File: config.mk
export PLATFORM = sky130hd
export DESIGN_NAME = wam_game_ctrl
export DESIGN_NICKNAME = d
export VERILOG_FILES = /design/src/rtl/wam_game_ctrl.sv
export SDC_FILE = /design/constraint.sdc
export NUM_CORES = 1
export LEC_CHECK = 0
export BUFFER_PORTS_ARGS = -buffer_cell sky130_fd_sc_hd__buf_2
export CAP_MARGIN = 25
export CORE_MARGIN = 3
export CORE_UTILIZATION = 55
export CTS_CLUSTER_SIZE = 16
export DETAILED_ROUTE_END_ITERATION = 16
export MAX_ROUTING_LAYER = met4
export PLACE_DENSITY = 0.81
export SLEW_MARGIN = 20
export SYNTH_ARGS = -nofsm -noshare
export SYNTH_HDL_FRONTEND = slang
export SYNTH_SLANG_ARGS = --single-unit
File: constraint.sdc
create_clock -name clk -period 4.9 [get_ports clk]
set_input_delay 0.98 -clock clk [delete_from_list [all_inputs] [get_ports clk]]
set_output_delay 0.98 -clock clk [all_outputs]
set_load 0.02 [all_outputs]
File: src/rtl/wam_game_ctrl.sv
// Whack-a-mole game engine: button sync/edge detect, LFSR mole draw, dwell timing, scoring,
// IDLE/PLAY/PAUSED/OVER sequencing. Optional button debounce with WAM_DEBOUNCE_EN.
module wam_game_ctrl #(
  parameter int         TICK_DIV        = 25_000_000,
  parameter int         MOLE_TICKS      = 2,
  parameter logic [7:0] LFSR_SEED       = 8'hA5,
  parameter int         DEBOUNCE_CYCLES = 250_000
) (
  input  logic       clk,
  input  logic       rst,
  input  logic       start_btn,
  input  logic       pause_btn,
  input  logic [4:0] whack_btn,
  input  logic       timer_done,
  output logic [2:0] oval_select,
  output logic [3:0] score,
  output logic       enable,
  output logic       pause,
  output logic       hit_pulse,
  output logic       miss_pulse
);

  localparam int TW = (TICK_DIV > 1) ? $clog2(TICK_DIV) : 1;
  localparam int DW = $clog2(MOLE_TICKS + 1);
  localparam logic [TW-1:0] TICK_LAST  = TW'(TICK_DIV - 1);
  localparam logic [DW-1:0] DWELL_LOAD = DW'(MOLE_TICKS);

  typedef enum logic [1:0] {ST_IDLE, ST_PLAY, ST_PAUSED, ST_OVER} state_t;

  function automatic logic [2:0] pick_mole(input logic [7:0] rnd, input logic [2:0] prev);
    logic [2:0] cand;
    cand = 3'(rnd % 8'd5) + 3'd1;
    if (cand == prev) begin
      cand = (cand == 3'd5) ? 3'd1 : cand + 3'd1;
    end
    return cand;
  endfunction

  function automatic logic [4:0] mole_mask(input logic [2:0] mole);
    case (mole)
      3'd1:    return 5'b00001;
      3'd2:    return 5'b00010;
      3'd3:    return 5'b00100;
      3'd4:    return 5'b01000;
      3'd5:    return 5'b10000;
      default: return 5'b00000;
    endcase
  endfunction

  logic [6:0]    btn_s, sync1_r, sync2_r, level_s, level_d_r, edge_r;
  logic          start_e_s, pause_e_s;
  logic [4:0]    whack_e_s;
  logic [7:0]    lfsr_r;
  logic [2:0]    last_mole_r, draw_s;
  logic          hit_flag_r, tick_s, expire_s, hit_s;
  logic [TW-1:0] tick_cnt_r;
  logic [DW-1:0] dwell_r;
  state_t        state_r;

  assign btn_s = {whack_btn, pause_btn, start_btn};

  // two-flop synchroniser for all raw buttons
  always_ff @(posedge clk or posedge rst) begin
    if (rst) begin
      sync1_r <= 7'd0;
      sync2_r <= 7'd0;
    end else begin
      sync1_r <= btn_s;
      sync2_r <= sync1_r;
    end
  end

`ifdef WAM_DEBOUNCE_EN
  localparam int CW = $clog2(DEBOUNCE_CYCLES + 1);
  logic [6:0]    deb_r;
  logic [CW-1:0] deb_cnt_r [7];

  // level follows the synchronised input only after it has differed for the full window
  always_ff @(posedge clk or posedge rst) begin
    if (rst) begin
      deb_r <= 7'd0;
      for (int i = 0; i < 7; i++) deb_cnt_r[i] <= CW'(0);
    end else begin
      for (int i = 0; i < 7; i++) begin
        if (sync2_r[i] == deb_r[i]) begin
          deb_cnt_r[i] <= CW'(0);
        end else if (deb_cnt_r[i] == CW'(DEBOUNCE_CYCLES - 1)) begin
          deb_r[i]     <= sync2_r[i];
          deb_cnt_r[i] <= CW'(0);
        end else begin
          deb_cnt_r[i] <= deb_cnt_r[i] + CW'(1);
        end
      end
    end
  end
  assign level_s = deb_r;
`else
  logic unused_cfg_s;
  assign unused_cfg_s = (DEBOUNCE_CYCLES > 0);
  assign level_s = sync2_r;
`endif

  // registered rising-edge strobes and free-running LFSR (taps 8,6,5,4)
  always_ff @(posedge clk or posedge rst) begin
    if (rst) begin
      level_d_r <= 7'd0;
      edge_r    <= 7'd0;
      lfsr_r    <= LFSR_SEED;
    end else begin
      level_d_r <= level_s;
      edge_r    <= level_s & ~level_d_r;
      lfsr_r    <= {lfsr_r[6:0], lfsr_r[7] ^ lfsr_r[5] ^ lfsr_r[4] ^ lfsr_r[3]};
    end
  end

  assign start_e_s = edge_r[0];
  assign pause_e_s = edge_r[1];
  assign whack_e_s = edge_r[6:2];
  assign draw_s    = pick_mole(lfsr_r, last_mole_r);
  assign tick_s    = (tick_cnt_r == TICK_LAST);
  // dwell of 0 only occurs when the final tick landed on the pause cycle; redraw on resume
  assign expire_s  = (dwell_r == DW'(0)) || (tick_s && (dwell_r == DW'(1)));
  assign hit_s     = (|(whack_e_s & mole_mask(oval_select))) && !hit_flag_r;

  // game FSM with registered outputs
  always_ff @(posedge clk or posedge rst) begin
    if (rst) begin
      state_r     <= ST_IDLE;
      oval_select <= 3'd0;
      score       <= 4'd0;
      enable      <= 1'b0;
      pause       <= 1'b0;
      hit_pulse   <= 1'b0;
      miss_pulse  <= 1'b0;
      last_mole_r <= 3'd0;
      hit_flag_r  <= 1'b0;
      tick_cnt_r  <= TW'(0);
      dwell_r     <= DW'(0);
    end else begin
      hit_pulse  <= 1'b0;
      miss_pulse <= 1'b0;
      case (state_r)
        ST_IDLE, ST_OVER: begin
          pause <= 1'b0;
          if (start_e_s) begin
            state_r     <= ST_PLAY;
            enable      <= 1'b1;
            score       <= 4'd0;
            oval_select <= draw_s;
            last_mole_r <= draw_s;
            hit_flag_r  <= 1'b0;
            tick_cnt_r  <= TW'(0);
            dwell_r     <= DWELL_LOAD;
          end else begin
            enable      <= 1'b0;
            oval_select <= 3'd0;
          end
        end
        ST_PLAY: begin
          if (timer_done) begin
            state_r     <= ST_OVER;
            enable      <= 1'b0;
            pause       <= 1'b0;
            oval_select <= 3'd0;
          end else begin
            tick_cnt_r <= tick_s ? TW'(0) : tick_cnt_r + TW'(1);
            if (tick_s && (dwell_r != DW'(0))) begin
              dwell_r <= dwell_r - DW'(1);
            end
            if (pause_e_s) begin
              state_r <= ST_PAUSED;
              pause   <= 1'b1;
            end else begin
              if (hit_s) begin
                score       <= (score == 4'd15) ? 4'd15 : score + 4'd1;
                hit_pulse   <= 1'b1;
                oval_select <= 3'd0;
                hit_flag_r  <= 1'b1;
              end
              if (expire_s) begin
                miss_pulse  <= !hit_flag_r && !hit_s;
                oval_select <= draw_s;
                last_mole_r <= draw_s;
                hit_flag_r  <= 1'b0;
                tick_cnt_r  <= TW'(0);
                dwell_r     <= DWELL_LOAD;
              end
            end
          end
        end
        ST_PAUSED: begin
          if (timer_done) begin
            state_r     <= ST_OVER;
            enable      <= 1'b0;
            pause       <= 1'b0;
            oval_select <= 3'd0;
          end else if (pause_e_s) begin
            state_r <= ST_PLAY;
            pause   <= 1'b0;
          end else begin
            pause <= 1'b1;
          end
        end
        default: begin
          state_r     <= ST_IDLE;
          enable      <= 1'b0;
          pause       <= 1'b0;
          oval_select <= 3'd0;
        end
      endcase
    end
  end

endmodule

# Yosys cells after proc, flatten, opt, wreduce, memory -nomap -nowiden
# Index checks and enable logic that the tools add are counted.
[word_totals] regBits=80 inputBits=10 elab_cells=134
[classes] add_sub_neg=5 n_div=1 n_eq_ne=25 mux=61 bitwise=6 n_reduce_logical=20
[ops] op="$mux W25" count=5
[ops] op="$pmux W25 S2" count=1
[ops] op="$mux W3" count=12
[ops] op="$add A25 B1 Y25 const B" count=1
[ops] op="$eq A25 B25 Y1 const B" count=1
[ops] op="$pmux W5 S5" count=1
[ops] op="$mux W2" count=10
[ops] op="$mux W4" count=5
[ops] op="$mux W1" count=19
[ops] op="$reduce_and A5 Y1" count=3
[ops] op="$ne A2 B2 Y1 const B" count=6
[ops] op="$ne A3 B3 Y1 const B" count=4
[ops] op="$eq A3 B3 Y1 const B" count=3
[ops] op="$pmux W3 S3" count=1
[ops] op="$reduce_and A3 Y1" count=3
[ops] op="$mod A8 B3 Y8 const B" count=1
[ops] op="$pmux W4 S2" count=1
[ops] op="$and A7 B7 Y7" count=1
[ops] op="$not A7 Y7" count=1
[ops] op="$add A3 B1 Y3 const B" count=2
[ops] op="$eq A3 B2 Y1 const B" count=2
[ops] op="$pmux W2 S3" count=1
[ops] op="$pmux W3 S2" count=1
[ops] op="$and A5 B5 Y5" count=1
[ops] op="other kinds (20)" count=32

# Longest topological paths before layout
# Gate-level depths: netlist (run 1).
[depth] ltp_word=11 depth_mapped=23 ltp_nobuf=21

# Worst setup path after synthesis (run 1)
# Ideal clock, no wire load.
[synth_path] path_type="register to register" from="reg lfsr_r[2]" to="reg oval_select[1]" setup_time_ns=0.124 arrival_time_ns=4.373 setup_slack_ns=0.403 stages_incl_launch_ff=23 n_path_buf=2 path_cell_list="dfstp_2 > buf_6 > or3b_1 > a21boi_1 > o31a_1 > nor2_1 > ha_1 > or3_1 > or2_0 > a21oi_1 > o21ai_1 > ha_1 > inv_1 > nor2_1 > o21ai_2 > xnor2_2 > inv_2 > ha_1 > clkbuf_1 > xnor2_1 > nand2_1 > o311a_1 > o31a_1"
[synth_via] elab_chain_len=9 word_cells_on_any_way=12 classes_between="2 x add/sub; 1 x div; 2 x eq/ne; 7 x mux"
[synth_rtl] element="from (decl)" line_no="53" source="logic [7:0] lfsr_r;"
[synth_rtl] element="from (signal assigned)" line_no="112" source="lfsr_r <= {lfsr_r[6:0], lfsr_r[7] ^ lfsr_r[5] ^ lfsr_r[4] ^ lfsr_r[3]};"
[synth_rtl] element="$mod A8 B3 Y8 *" line_no="32" source="cand = 3'(rnd % 8'd5) + 3'd1;"
[synth_rtl] element="$add A3 B1 Y3 *" line_no="32"
[synth_rtl] element="$add A3 B1 Y3 or $eq A3 B3 Y1 (tied branches)" line_no="34" source="cand = (cand == 3'd5) ? 3'd1 : cand + 3'd1;"
[synth_rtl] element="$mux W3" line_no="34"
[synth_rtl] element="$mux W3 *" line_no="33" source="if (cand == prev) begin"
[synth_rtl] element="$mux W3" line_no="180" source="if (expire_s) begin"
[synth_rtl] element="$mux W3" line_no="170" source="if (pause_e_s) begin"
[synth_rtl] element="$mux W3" line_no="160" source="if (timer_done) begin"
[synth_rtl] element="$pmux W3 S3 *" line_no="142" source="case (state_r)"
[synth_rtl] element="to (signal assigned)" line_no="149" source="oval_select <= draw_s;"
[synth_rtl] element="to (signal assigned)" line_no="182" source="oval_select <= draw_s;"
[synth_rtl] element="to (decl)" line_no="15" source="output logic [2:0] oval_select,"
# Every way passes the cells marked *; elsewhere a longest branch is shown, timed or not. The select of a mux whose other input is x is not followed.
# A chain may end at the register's enable or synchronous reset.

# Worst setup path after layout (run 1)
[layout_path] from="reg lfsr_r[5]" to="reg oval_select[1]"
# The elaborated chain is that of the path after synthesis.

==> results of run 1 <==
-- placed cells by master (no fill, tap or decap), types with 3 or more instances in the layout --
| cell | instances |
|---|---|
| buf_2 | 20 |
| a31oi_1 | 7 |
| nand2_1 | 41 |
| xnor2_2 | 3 |
| o21ai_0 | 44 |
| ha_1 | 10 |
| mux2i_1 | 3 |
| inv_1 | 14 |
| nor2b_1 | 9 |
| nor3_1 | 5 |
| o31ai_1 | 4 |
| and3_1 | 10 |
| buf_4 | 7 |
| xnor2_1 | 5 |
| a21oi_1 | 19 |
| clkinvlp_4 | 3 |
| nand4_1 | 3 |
| o221ai_1 | 3 |
| a22o_1 | 3 |
| a211o_1 | 4 |
| dfrtp_1 | 76 |
| o31a_1 | 3 |
| mux2_2 | 5 |
| or3_1 | 5 |
| nor2_1 | 40 |
| dfstp_2 | 4 |
| clkinv_2 | 3 |
| clkbuf_8 | 10 |
| xor2_1 | 10 |
| o211ai_1 | 5 |
| o21ai_1 | 3 |
| nand3_1 | 20 |
| nand2b_1 | 7 |
-- path summary, 6_finish.rpt --
path,from,to,cells after the start
setup / recovery,lfsr_r[5]$_DFF_PP1_,oval_select[1]$_DFFE_PP0P_,18
hold / removal,sync1_r[2]$_DFF_PP0_,level_s[2]$_DFF_PP0_,0
setup reg to reg,lfsr_r[5]$_DFF_PP1_,oval_select[1]$_DFFE_PP0P_,18
hold reg to reg,sync1_r[2]$_DFF_PP0_,level_s[2]$_DFF_PP0_,0
max in group asynchronous,rst,lfsr_r[0]$_DFF_PP1_,3
min in group asynchronous,rst,tick_cnt_r[10]$_DFFE_PP0P_,2
-- what timing repair did --
| item | CTS | global route |
|---|---|---|
| buffers inserted | 0 | 4 |
| setup endpoints to repair | 0 | 6 |
| gates resized for setup | 0 | 4 |
-- area by class of cell --
class | instances | area [µm²] | share of cell area
inverters | 16 | 61.31 | 0.01380
clock inverters | 5 | 32.53 | 0.007324
flip-flops and latches | 80 | 2007 | 0.4518
repair buffers | 27 | 152.6 | 0.03437
clock buffers | 11 | 141.4 | 0.03183
multi-input cells | 305 | 1927 | 0.4338
well taps | 96 | 120.1 | 0.02704
-- routing by layer --
layer | GRT usage | part of all wire | vias to the layer above
met1 | 0.2684 | 0.49 | 1434
met5 | - | 0 | -
met2 | 0.2701 | 0.45 | 80
met4 | 0.05074 | 0.0099 | 0
li1 | - | - | 1521
met3 | 0.04676 | 0.049 | 8
-- sequential cells by signal (all words and copies together) (netlist names) --
name         cells
tick_cnt_r      25
lfsr_r           8
edge_r           7
level_d_r        7
level_s          7
sync1_r          7
score            4
last_mole_r      3
oval_select      3
dwell_r          2
state_r          2
enable           1
hit_flag_r       1
hit_pulse        1
miss_pulse       1
pause            1
-- cell families after synthesis --
family	Yosys count
AO/OA/AOI/OAI	108
adder cells (fa/ha/maj)	11
AND/OR/NAND/NOR	157
flip-flops	80
XOR/XNOR	19
multiplexers	10
buffers and inverters	32
-- Yosys cell counts (2+ instances only) --
cell and n:
a22oi_1 2, a211o_1 4, nor4_1 2, nor2_1 40, xor2_1 10, a22o_1 3
a21oi_1 19, o221ai_1 3, or3b_1 2, clkbuf_1 11, o21ai_0 44, and3_1 10
nand3b_1 2, nor4b_1 2, o21ai_1 3, o211ai_1 5, nor2b_1 9, nand2_1 41
and2_1 2, xnor2_2 2, nand3_1 20, dfrtp_1 76, inv_1 15, a31oi_1 7
o31ai_1 4, nand4_1 3, dfstp_2 4, nor3_1 5, xnor2_1 6, mux2_2 5
or3_1 5, buf_6 3, ha_1 11, mux2i_1 4, nand2b_1 7, o31a_1 3
-- report_power, final --
group          leakage (nW)  internal, mW  switching (mW)
sequential             1.03         0.724          0.0617
combinational         0.872         0.173           0.333
clock                0.0813         0.196           0.227
total                  1.98          1.09           0.621
-- per-stage QoR --
stage | instance area, µm² | instances | hold slack, ps | setup slack, ps | power, mW
2_1_floorplan | 4058 | 417 | 331.2 | 403.2 | 1.176
3_3_place_gp | 4214 | 520 | 332.7 | 315.4 | 1.284
3_5_place_dp | 4214 | 520 | 334.7 | 196.0 | 1.293
4_1_cts | 4388 | 536 | 352.3 | 189.2 | 1.724
5_1_grt | 4442 | 540 | 358.3 | 4.973 | 1.835
6_report | 4442 | 540 | 349.9 | 206.7 | 1.714
-- worst max-delay path, stage by stage (launching register included) --
cell	delay (ps)
dfstp_2	560
or3b_1	380
o221ai_1	190
o31a_1	180
nor2_1	80
ha_1	210
or3_1	390
or2_0	210
a21oi_1	160
o21ai_1	130
ha_1	200
inv_1	80
nor2_1	60
o21ai_2	220
mux2i_2	330
ha_4	190
xnor3_1	410
o311a_1	340
o31a_1	270
==> metrics.md, run 1 <==
| Metric | Value |
|---|---|
| Status | finished clean |
| Setup_tns | 0 ps |
| Worst Hold Class | flip-flop to flip-flop |
| Tmin final | 4693 ps |
| Layout cell share with drive strength beyond 1 | 0.1532 |
| Synthesized Nets | 438 |
| Final setup fails | 0 |
| CP startpoint kind | flip-flop |
| Mapped Cells | 417 |
| Mapped Area | about 0.004 mm² |
| Syn Area/Cell | around 10 µm² |
| RSZ-0062 raised after global routing | no |
| PortBufs | 20 |
| Synth area leader | dfrtp_1 |
| DR iter-0 viols | ~190 |
| Achievable Freq | 213.1 MHz |
| Routability cong. | 0.8661 |
| Ports | 21 |
| Initial Util | 0.5812 |
| Hold Buf Count CTS | 0 |
| GRT Overall Usage | 0.1881 |
| Multiplexer share of the synthesized area | 0.02744 |
| Detail Placement HPWL | 4993 µm |
| ANT cells | 0 |
| Sequential area share after synthesis | 0.4946 |
| Final cell utilization of the core | 0.6362 |
| CORE AREA | 0.006982 mm² |
| Syn-to-layout area delta | 9.467% |
| Clock-pin slew on the worst setup and hold paths | approximately 70 ps |
| Worst setup EP type | flip-flop |
| Compound-cell area share of the yosys netlist | 0.1665 |
| Worst slew margin | 0.4549 |
| DIE HEIGHT | roughly 90 µm |
| Final net count | between 400 and 500 |
| Xor/xnor share of the synthesized area | 0.04810 |
| Largest family of logic cells by synthesized area | simple AND/OR/NAND/NOR gates |
| DR DRC count | 0 |
| Slew Limit Fails | 0 |
| Vias | 3043 |
| WL/cell | between 10 and 15 µm |
| Wire length of the first global-routing pass | 12660 µm |
| Final Cycle Share | 0.9578 |
| Root Driver | clkbuf_8 |
| Max_cap viols | 0 |
| Worst-Margin Slew | 814.7 ps |
| Row cnt | 30 |
| H-tree depth | 3 |
| DIE WIDTH | between 90 and 100 µm |
| Yosys cell types | around 60 |
| Simple-gate share of the synthesized area | 0.1930 |
| Number of global-route vias before repair | 2723 |
| Crit-path max FO | 5 |
| Filler cell count | about 560 |
| Number of synthesized flops with an enable pin | 0 |
| CP required | about 5000 ps |
| Vias per cell | around 5.6 |
| Peak supply drop | between 200 and 250 µV |
| GRT overflow | 0 |
| Clock sinks | 80 |
| Power per Cell Area | ~390 mW/mm² |
| Setup Crit Path Kind | flip-flop to flip-flop |
| Post-synth ARST share | 1.000 |
| Static leakage | between 1.5 and 2 nW |
| Routed WL | ~7400 µm |
| Adder-cell share of the synthesized area | 0.03392 |
| Largest net degree at the start of global routing | between 40 and 50 |
| Final hold vios | 0 |
| CTS max path bufs | 2 |
| DR pass1 iterations | 5 |
| Routed Antenna Nets | 0 |
| Synthesis-stage register bit count | 80 |
| Final Skew | 11.25 ps |
| Arr. time, crit path | roughly 5000 ps |
| Share of the synthesized area in the top cell type | 0.4687 |
| Ys Warns | 0 |
| Clock latency on the worst-skew pair | between 300 and 400 ps |
| Clock buffer count from CTS | 9 |
| Die area | between 0.008 and 0.009 mm² |
| CTS tree | built |
| Top cells by area, synth | dfrtp_1, o21ai_0, nand2_1 |
| Antenna violations before repair | 0 |
| Worst reg-to-reg setup slack | 210 ps |
| Top FF cell, synth | dfrtp_1 |
(Power assumes the default switching activity.)
==> run 2: changes to the inputs <==
--- a/config.mk
+++ b/config.mk
@@ -9,6 +9,7 @@
 export CAP_MARGIN = 25
 export CORE_MARGIN = 3
 export CORE_UTILIZATION = 55
+export CTS_BUF_LIST = sky130_fd_sc_hd__clkbuf_4 sky130_fd_sc_hd__clkbuf_8
 export CTS_CLUSTER_SIZE = 16
 export DETAILED_ROUTE_END_ITERATION = 16
 export MAX_ROUTING_LAYER = met4
==> run 2 against run 1 <==
  * Cell area is essentially flat
  * Sequential power is essentially flat
  * Critical endpoint unchanged
  * Critical path type unchanged
  * Register-to-register slack is essentially flat
  * Clock power grew 1%
  * Sequential cell count is the same
==> metrics.md, run 2 (synthesis gave the netlist of run 1 again) <==
| Metric | Value |
|---|---|
| WL/cell | 13.76 µm (-0.27%) |
| Final hold vios | 0 (unchanged) |
| Layout cell share with drive strength beyond 1 | 0.1554 (+0.002252) |
| H-tree depth | 3 (unchanged) |
| Final net count | 460 (unchanged) |
| Final setup fails | 0 (unchanged) |
| Reg area | 0.002007 mm² (unchanged) |
| Clock-pin slew on the worst setup and hold paths | 80 ps (about the same) |
| Die area | 0.008444 mm² (unchanged) |
| Setup_tns | 0 ps (unchanged) |
| R2R cell count | 18 (unchanged) |
| Reg with most FFs | tick_cnt_r |
| Final cell count without fillers | 540 (unchanged) |
| Worst slew margin | 0.4359 (-0.01897) |
| DR iter-0 viols | 188 (+1.1%) |
| Largest net degree at the start of global routing | 42 (unchanged) |
| Row cnt | 30 (unchanged) |
| Hold Buf Count CTS | 0 (unchanged) |
| Wire length of the first global-routing pass | 12630 µm (-0.22%) |
| ANT cells | 0 (unchanged) |
| Static leakage | 1.983 nW (+0.17%) |
| DIE HEIGHT | 91.89 µm (unchanged) |
| Slowest-stage cell, CP | dfstp_2 |
| CP required | 5130 ps (about the same) |
| R2R Path End | oval_select[1]$_DFFE_PP0P_ |
| Antenna violations before repair | 0 (unchanged) |
| Levels on crit path | 18 (unchanged) |
| Commonest non-fill, non-tap cell in the layout | dfrtp_1 |
| Multi-input logic area | 0.001927 mm² (unchanged) |
| Cell Chain, Critical Path | or3b_1 -> o221ai_1 -> o31a_1 -> nor2_1 -> ha_1 -> or3_1 -> or2_0 -> a21oi_1 -> o21ai_1 -> ha_1 -> inv_1 -> nor2_1 -> o21ai_2 -> mux2i_2 -> ha_4 -> xnor3_1 -> o311a_1 -> o31a_1 |
| Placed cells | 520 (unchanged) |
| GRT overflow | 0 (unchanged) |
| Arr. time, crit path | 4920 ps (about the same) |
| CTS tree | built |
| Achievable Freq | 213.2 MHz (about the same) |
| Peak supply drop | 229.4 µV (+0.12%) |
| Hold path depth | 0 (unchanged) |
| Clock sinks | 80 (unchanged) |
| DR pass1 iterations | 6 (+1) |
| Final Power | 1.720 mW (+0.33%) |
| Ports | 21 (unchanged) |
| GRT Overall Usage | 0.1879 (about the same) |
| Worst reg-to-reg setup slack | 210 ps (about the same) |
| Crit-path max cell delay | 560 ps (about the same) |
| Worst setup EP type | flip-flop |
| Routability cong. | 0.8661 (unchanged) |
| Tmin final | 4690 ps (-3.089 ps) |
| Final Cycle Share | 0.9572 (about the same) |
| Vias per cell | 5.657 (+0.39%) |
| WHS | 349.9 ps (-0.01100 ps) |
| Crit path capture | oval_select[1]$_DFFE_PP0P_ |
| Largest register FFs | 25 (unchanged) |
| RSZ-0062 raised after global routing | no |
| PortBufs | 20 (unchanged) |
| Final Skew | 11.63 ps (+0.3800 ps) |
| Top delay family on crit path | compound AO/OA/AOI/OAI gates |
| Routed WL | 7428 µm (-0.27%) |
| Syn-to-layout area delta | 9.559% (about the same) |
| Clock buffer count from CTS | 9 (unchanged) |
| Largest registers | tick_cnt_r: 25 flops, lfsr_r: 8 flops |
| DR DRC count | 0 (unchanged) |
| Setup Crit Path Kind | flip-flop to flip-flop |
| Worst-Margin Slew | 843.0 ps (+28.35 ps) |
| CORE AREA | 0.006982 mm² (unchanged) |
| Worst Hold Class | flip-flop to flip-flop |
| Slew Limit Fails | 0 (unchanged) |
| Status | finished clean |
| Vias | 3055 (+0.39%) |
| Crit-path max FO | 5 (unchanged) |
| CTS max path bufs | 2 (unchanged) |
| Max_cap viols | 0 (unchanged) |
| CP startpoint kind | flip-flop |
| CP Buf/Inv Count | 1 (unchanged) |
| Initial Util | 0.5812 (unchanged) |
| Clock latency on the worst-skew pair | 350 ps (about the same) |
| Critical R2R Launch | lfsr_r[5]$_DFF_PP1_ |
| Detail Placement HPWL | 4993 µm (unchanged) |
| Number of global-route vias before repair | 2732 (+0.33%) |
| Most frequent cells in the layout | dfrtp_1, o21ai_0, nand2_1 |
| DIE WIDTH | 91.89 µm (unchanged) |
| Crit path from | lfsr_r[5]$_DFF_PP1_ |
| Routed Antenna Nets | 0 (unchanged) |
| Filler cell count | 560 (-0.53%) |
| Power per Cell Area | 386.9 mW/mm² (+0.25%) |
| Final cell utilization of the core | 0.6367 (about the same) |
| Root Driver | clkbuf_8 |
-- run 2: timing repair --
item                       CTS  global route
setup endpoints to repair    0             6
resized for setup            0             4
buffers inserted             0             4
-- run 2: worst min path at each step --
stage                              start                    to  slack (ps)
floorplan           sync1_r[0]$_DFF_PP0_  level_s[0]$_DFF_PP0_         330
global placement    sync1_r[3]$_DFF_PP0_  level_s[3]$_DFF_PP0_         330
detailed placement  sync1_r[2]$_DFF_PP0_  level_s[2]$_DFF_PP0_         330
CTS                 sync1_r[2]$_DFF_PP0_  level_s[2]$_DFF_PP0_         350
global route        sync1_r[4]$_DFF_PP0_  level_s[4]$_DFF_PP0_         360
finish              sync1_r[2]$_DFF_PP0_  level_s[2]$_DFF_PP0_         350
-- run 2: layout make-up --
cell class / instances / area share
Clock buffer: 11 / 0.03265
Clock inverter: 5 / 0.007318
Inverter: 16 / 0.01379
Multi-Input combinational cell: 305 / 0.4334
Sequential cell: 80 / 0.4514
Tap cell: 96 / 0.02702
Timing Repair Buffer: 27 / 0.03434
-- run 2: stage by stage --
| stage | setup WS, ps | cell area [µm²] |
|---|---|---|
| 2_1_floorplan | 403.2 | 4058 |
| 3_3_place_gp | 315.4 | 4214 |
| 3_5_place_dp | 196.0 | 4214 |
| 4_1_cts | 189.2 | 4392 |
| 5_1_grt | 4.973 | 4446 |
| 6_report | 209.8 | 4446 |
-- run 2: power breakdown --
part	switching [mW]	internal, mW
Sequential	0.0619	0.724
Clock	0.227	0.201
Combinational	0.333	0.173
-- run 2: metal layers --
layer | up-vias | share of wire | wire length, µm | global-route usage
met5 | - | 0 | 0 | -
met4 | 0 | 0.010 | 74 | 0.05074
met3 | 8 | 0.050 | 373 | 0.04676
met2 | 81 | 0.45 | 3359 | 0.2719
met1 | 1444 | 0.49 | 3621 | 0.2662
li1 | 1522 | - | - | -
